**config.mk**
```make
export PLATFORM = sky130hd
export DESIGN_NAME = led_pattern_gen
export DESIGN_NICKNAME = d
export VERILOG_FILES = /design/src/rtl/led_pattern_gen.sv
export SDC_FILE = /design/constraint.sdc
export NUM_CORES = 1
export LEC_CHECK = 0
export CORE_ASPECT_RATIO = 2
export CORE_MARGIN = 8
export CORE_UTILIZATION = 30
export CTS_BUF_LIST = sky130_fd_sc_hd__clkbuf_4 sky130_fd_sc_hd__clkbuf_8
export DETAILED_ROUTE_END_ITERATION = 12
export PLACE_DENSITY = 0.53
export SKIP_LAST_GASP = 1
export SYNTH_ARGS = -nofsm -noshare
export SYNTH_HDL_FRONTEND = slang
export SYNTH_SLANG_ARGS = --single-unit
```
**constraint.sdc**
```tcl
create_clock -name clk -period 2.4 [get_ports clk]
set_clock_uncertainty 0.05 [all_clocks]
set_input_delay 0.48 -clock clk [delete_from_list [all_inputs] [get_ports clk]]
set_output_delay 0.48 -clock clk [all_outputs]
set_load 0.03 [all_outputs]
```
**src/rtl/led_pattern_gen.sv**
```systemverilog
// ---------------------------------------------------------------------------
// led_pattern_gen
//
// Shared blink-waveform source for the per-LED output mux. A prescaler divides
// clk into a tick; a blink counter produces the symmetric slow blink
// (pattern1) and a five-state FSM (IDLE, ON1, OFF1, ON2, OFF2) produces the
// heartbeat double flash (pattern2). All state is registered; outputs come
// straight from registers (optionally ANDed with a PWM dimming gate).
//
// Optional feature macro: LED_PATTERN_DIM_EN
//   defined   -> pattern1/pattern2 are gated by (pwm_cnt <= dim), where
//                pwm_cnt is a free-running 4-bit counter cleared by rst.
//   undefined -> dim is ignored; outputs are the raw pattern registers.
//
// Ports:
//   clk         in   system clock, rising edge
//   rst         in   synchronous active-high reset
//   enable      in   run generators; low holds the reset state
//   sync        in   single-cycle restart to phase 0
//   dim[3:0]    in   brightness level (dim build only)
//   pattern1    out  slow symmetric blink
//   pattern2    out  heartbeat double flash
//   tick        out  one-cycle pulse every TICK_DIV cycles while running
//   frame_start out  one-cycle pulse at each entry to ON1
// ---------------------------------------------------------------------------
module led_pattern_gen #(
  parameter int TICK_DIV    = 50000,
  parameter int BLINK_HALF  = 250,
  parameter int FLASH_TICKS = 60,
  parameter int GAP_TICKS   = 120,
  parameter int PAUSE_TICKS = 760
) (
  input  logic       clk,
  input  logic       rst,
  input  logic       enable,
  input  logic       sync,
  input  logic [3:0] dim,
  output logic       pattern1,
  output logic       pattern2,
  output logic       tick,
  output logic       frame_start
);

  // Elaboration-time parameter range checks.
  if (TICK_DIV < 2 || TICK_DIV > 65535) begin : g_bad_tick_div
    $error("led_pattern_gen: TICK_DIV must be in 2..65535");
  end
  if (BLINK_HALF < 1 || BLINK_HALF > 65535) begin : g_bad_blink_half
    $error("led_pattern_gen: BLINK_HALF must be in 1..65535");
  end
  if (FLASH_TICKS < 1 || FLASH_TICKS > 65535) begin : g_bad_flash
    $error("led_pattern_gen: FLASH_TICKS must be in 1..65535");
  end
  if (GAP_TICKS < 1 || GAP_TICKS > 65535) begin : g_bad_gap
    $error("led_pattern_gen: GAP_TICKS must be in 1..65535");
  end
  if (PAUSE_TICKS < 1 || PAUSE_TICKS > 65535) begin : g_bad_pause
    $error("led_pattern_gen: PAUSE_TICKS must be in 1..65535");
  end

  localparam logic [2:0] IDLE = 3'd0;
  localparam logic [2:0] ON1  = 3'd1;
  localparam logic [2:0] OFF1 = 3'd2;
  localparam logic [2:0] ON2  = 3'd3;
  localparam logic [2:0] OFF2 = 3'd4;

  // Terminal counts: each counter clears on the tick where it hits N-1.
  localparam logic [15:0] TICK_LAST  = 16'(TICK_DIV - 1);
  localparam logic [15:0] BLINK_LAST = 16'(BLINK_HALF - 1);
  localparam logic [15:0] FLASH_LAST = 16'(FLASH_TICKS - 1);
  localparam logic [15:0] GAP_LAST   = 16'(GAP_TICKS - 1);
  localparam logic [15:0] PAUSE_LAST = 16'(PAUSE_TICKS - 1);

  logic [15:0] presc_r,  presc_next_s;
  logic [15:0] blink_r,  blink_next_s;
  logic [15:0] phase_r,  phase_next_s;
  logic [2:0]  state_r,  state_next_s;
  logic        pattern1_r, pattern1_next_s;
  logic        pattern2_r, pattern2_next_s;
  logic        tick_r,     tick_next_s;
  logic        frame_r,    frame_next_s;
  logic        wrap_s;
  logic        start_s;
  logic [15:0] dur_last_s;

  // Terminal phase count for the current heartbeat state.
  always_comb begin
    case (state_r)
      ON1:     dur_last_s = FLASH_LAST;
      OFF1:    dur_last_s = GAP_LAST;
      ON2:     dur_last_s = FLASH_LAST;
      OFF2:    dur_last_s = PAUSE_LAST;
      default: dur_last_s = 16'd0;
    endcase
  end

  // Next-state logic: clear > start/sync > tick-driven advance.
  always_comb begin
    wrap_s          = (presc_r == TICK_LAST);
    start_s         = enable && ((state_r == IDLE) || sync);
    presc_next_s    = presc_r;
    blink_next_s    = blink_r;
    phase_next_s    = phase_r;
    state_next_s    = state_r;
    pattern1_next_s = pattern1_r;
    tick_next_s     = 1'b0;
    frame_next_s    = 1'b0;

    if (rst || !enable) begin
      presc_next_s    = 16'd0;
      blink_next_s    = 16'd0;
      phase_next_s    = 16'd0;
      state_next_s    = IDLE;
      pattern1_next_s = 1'b0;
    end else if (start_s) begin
      // A start discards any coincident tick action.
      presc_next_s    = 16'd0;
      blink_next_s    = 16'd0;
      phase_next_s    = 16'd0;
      state_next_s    = ON1;
      pattern1_next_s = 1'b1;
      frame_next_s    = 1'b1;
    end else if (wrap_s) begin
      presc_next_s = 16'd0;
      tick_next_s  = 1'b1;

      if (blink_r == BLINK_LAST) begin
        blink_next_s    = 16'd0;
        pattern1_next_s = !pattern1_r;
      end else begin
        blink_next_s = blink_r + 16'd1;
      end

      if (phase_r == dur_last_s) begin
        phase_next_s = 16'd0;
        case (state_r)
          ON1:  state_next_s = OFF1;
          OFF1: state_next_s = ON2;
          ON2:  state_next_s = OFF2;
          OFF2: begin
            state_next_s = ON1;
            frame_next_s = 1'b1;
          end
          default: state_next_s = IDLE;
        endcase
      end else begin
        phase_next_s = phase_r + 16'd1;
      end
    end else begin
      presc_next_s = presc_r + 16'd1;
    end

    // Moore decode of the next state so pattern2 is a clean register.
    pattern2_next_s = (state_next_s == ON1) || (state_next_s == ON2);
  end

  // State and output registers.
  always_ff @(posedge clk) begin
    if (rst) begin
      presc_r    <= 16'd0;
      blink_r    <= 16'd0;
      phase_r    <= 16'd0;
      state_r    <= IDLE;
      pattern1_r <= 1'b0;
      pattern2_r <= 1'b0;
      tick_r     <= 1'b0;
      frame_r    <= 1'b0;
    end else begin
      presc_r    <= presc_next_s;
      blink_r    <= blink_next_s;
      phase_r    <= phase_next_s;
      state_r    <= state_next_s;
      pattern1_r <= pattern1_next_s;
      pattern2_r <= pattern2_next_s;
      tick_r     <= tick_next_s;
      frame_r    <= frame_next_s;
    end
  end

  assign tick        = tick_r;
  assign frame_start = frame_r;

`ifdef LED_PATTERN_DIM_EN
  logic [3:0] pwm_cnt_r;
  logic       gate_s;

  // Free-running PWM counter for dimming; only reset clears it.
  always_ff @(posedge clk) begin
    if (rst) begin
      pwm_cnt_r <= 4'd0;
    end else begin
      pwm_cnt_r <= pwm_cnt_r + 4'd1;
    end
  end

  assign gate_s   = (pwm_cnt_r <= dim);
  assign pattern1 = pattern1_r & gate_s;
  assign pattern2 = pattern2_r & gate_s;
`else
  logic unused_dim_s;
  assign unused_dim_s = ^dim;
  assign pattern1     = pattern1_r;
  assign pattern2     = pattern2_r;
`endif

endmodule

```
==> summary by stage <==
Drt
The number of iterations in the first detailed-routing pass is 4. The total number of vias is 2028. The per-cell via count in the routed design is 4.95. The wire length reported by the detailed router is 5600 um. The DRC violation count after routing is 0.

In the final routed layout, each cell accounts on average for 13.7 um. The detail route stage leaves a number of antenna-violating nets equal to 0. The first routing iteration left 83 violations.

STA
The final number of hold-violating endpoints is 0. Measured against its own limit, the worst slew margin works out to 74.8%. The fmax is 443 MHz. The slew at the pin closest to its max-slew limit is 0.377 ns.

The final-report max-slew violation count is 0. The final count of negative-setup-slack endpoints is 0. In the final timing run, aggregate negative setup slack is 0 ns. Setup repair after global routing left no endpoint under its margin. The ratio of final minimum period to clock period is 94.0%. For the finished layout, the period the worst path requires is 2.26 ns.

Clock tree
The number of buffers inserted by hold repair at cts is 0. The later pin in the worst-skew pair is clocked with a latency of 0.32 ns. The clock sink count is 55. TritonCTS built the clock tree. The maximum root-to-sink buffer count is 2. The number of clock buffers inserted by TritonCTS is 5.

The clock root buffer is clkbuf_8. Clock-pin slew was measured on the worst setup and hold paths at 0.10 ns. The H-tree was split into 2 levels.

Finish
The layout-stage area growth over the synthesis result is 13.6%. The end-of-flow core utilization is 34.9%. After the last flow step, the layout net total stands at 323. The antenna diode instance count is 0.

After the flow finishes, the layout carries non-filler instances totaling 410. The proportion of layout cells with a drive suffix above 1 is 8.97%. Leaving out fill and tap cells, the most frequent cells in the layout are 55 x dfxtp_1, 54 x nor2_1, 27 x xor2_1.

Leaving out fill and tap cells, the most frequent cell in the layout is dfxtp_1. The final instance area is 2890 um2.

Synthesis
The synthesized design spends more area on one cell type than any other, namely dfxtp_1. The combinational family with the most area after synthesis is simple AND/OR/NAND/NOR gates. The synthesized design contains 55 register bits. The post-synthesis share of cell area spent on xor and xnor gates is 14.4%.

A synthesized cell averages 8.63 um2. The portion of the post-synthesis area used by sequential elements is 43.2%. The total standard cell area after synthesis is 2550 um2. Summing the areas of all fa, ha and maj instances in the mapped netlist gives 1.97% of the synthesized area. The number of different library cells used by synthesis comes to 36. The total nets after synthesis is 307.

The post-synthesis share of cell area spent on and, or, nand and nor gates is 30.6%. During synthesis, Yosys emitted a total of 0 warnings. By area the synthesized netlist is led by dfxtp_1 43%, xor2_1 9.3%, nor2_1 8.0%. The gate count of the mapped netlist is 295. The synthesized netlist devotes 6.14% of its cell area to compound gates.

The proportion of netlist area held by the largest area contributor is 43.2%. The multiplexer share of the synthesized area is 0.786%.

Global route
Global routing finished with a remaining overflow of 0. The initial antenna violation count is 0. The maximum number of pins on one net before global-route repair is 16. The wire length of the first global-routing pass is 9240 um. The via count of the first global-routing pass was 2025. The global router's overall resource usage is 9.86%.

Worst setup path
The setup check on the worst reg-to-reg path leaves a slack of 0.14 ns. The worst stage delay on the critical path is 0.64 ns. In this run the worst setup path begins at presc_r[4]. The worst path buffer plus inverter count is 0. By startpoint and endpoint, the worst setup path is classified as reg2reg. The largest individual stage delay along the critical path comes from the cell or4b_2. The worst setup path is captured at a flip-flop. The required time at the endpoint of the critical path is 2.61 ns. The worst register-to-register path begins at presc_r[4]. The arrival time of data at the critical path endpoint is 2.46 ns. Among cell families on the critical path, the largest total delay comes from simple AND/OR/NAND/NOR gates. The highest fanout seen on the critical path is 6. The worst setup path is launched from a flip-flop. The critical path goes through or4b_2 -> nor4_1 -> nand4_1 -> or3_1 -> a21oi_1.

Floorplan
The die is 146 um tall. The starting density of the core is 30.7%. The number of rows in the core area is 47.

The placeable core area is 8290 um2. The die is 81.1 um wide. The die covers 11900 um2. In this run the count of I/O pins placed on the die edge is 12.

Pwr
The peak ir drop on the vdd network is 0.374 mV. The areal power density over the cells is 518 nW/um2. Summed over all cells, the static leakage comes to 0.000968 uW.

Placement
The cell area reported after detailed placement is 2800 um2. The number of placed cells counting well taps is 402. The final weighted congestion in routability-driven placement is 0.764. The detailed placer's ending HPWL is 4210 um.

In this run the tool buffered the top-level ports with 7 buffer cells.

Hold path
In this run the most critical hold path is launched from presc_r[0]. The class of the most critical hold timing path is reg2reg.

Outcome
The flow ran to the end, and the final reports show no timing, DRC or antenna violations.

Job
The tool flagged a number of max-cap violations equal to 0.
-- final timing paths --
path                            cells past startpoint         end
worst min-delay path                                1  presc_r[0]
worst min register to register                      1  presc_r[0]
worst max register to register                      5  state_r[1]
worst max-delay path                                5  state_r[1]
-- layer usage --
layer / wire [um] / track usage, %
met5: 0 / 0
met3: 127 / 1.97
met2: 3230 / 19.4
met4: 109 / 4.59
met1: 2140 / 8.82
-- cell families (layout without fill, tap and decap cells) --
logic type | Yosys count | in the layout
xor gates and xnor gates | 42 | 42
and+or+nand+nor | 150 | 150
muxes | 2 | 2
AOI/OAI and AO/OA | 27 | 27
DFF | 55 | 55
buffers and inverters | 15 | 32
adders and majority gates | 4 | 4
-- metrics by stage --
step | hold slack, ns | total power (uW) | setup WS [ns]
after floorplan | 0.368 | 960 | 0.232
after global placement | 0.385 | 978 | 0.166
after detailed placement | 0.395 | 978 | 0.154
after CTS | 0.418 | 1510 | 0.142
after global routing | 0.457 | 1540 | 0.0458
final | 0.412 | 1500 | 0.143
-- synthesized netlist by cell type --
cell and instances:
and3_1 11, nor2_1 54, o21ai_0 9, nand2_1 22, o21ai_2 1, a211oi_1 2
nor4b_1 1, a211o_1 2, nor2_2 1, buf_2 6, a22oi_1 2, dfxtp_1 55
nand4_1 14, or3_1 9, nor3_1 3, nor4_2 1, a21oi_1 11, nor2b_1 1
xor2_1 27, or4_1 1, and4_1 6, or4_4 2, nand3_1 13, buf_6 1
nor2_4 1, mux2i_1 2, inv_1 5, ha_1 4, and2_1 1, or4b_2 1
nand4bb_1 1, nand4b_1 1, nor4_1 4, nand2b_1 2, clkbuf_1 3, xnor2_1 15
-- where the power goes --
group          leakage (uW)  internal, uW  total (uW)  switching, uW
Sequential         0.000444           916         918           2.52
Clock             0.0000491           229         542            313
Combinational      0.000476          17.7        38.3           20.5
-- timing repair --
action,4_1_cts,5_1_grt
resized for setup,0,1
setup endpoints to repair,0,1
setup buffers,0,0
hold endpoints to repair,0,0
-- state kept, by name (all words and copies together) (netlist names) --
| register | flops |
|---|---|
| blink_r | 16 |
| frame_start | 1 |
| pattern1 | 1 |
| pattern2 | 1 |
| phase_r | 16 |
| presc_r | 16 |
| state_r | 3 |
| tick | 1 |
-- area by class of cell --
type	count	area [um2]
clock buffers	7	83.8
multi-input cells	225	1380
inverters	5	18.8
clock inverters	1	5.00
well taps	98	123
fillers	863	5400
repair buffers	19	185
flip-flops and latches	55	1100
(Power assumes the default switching activity.)
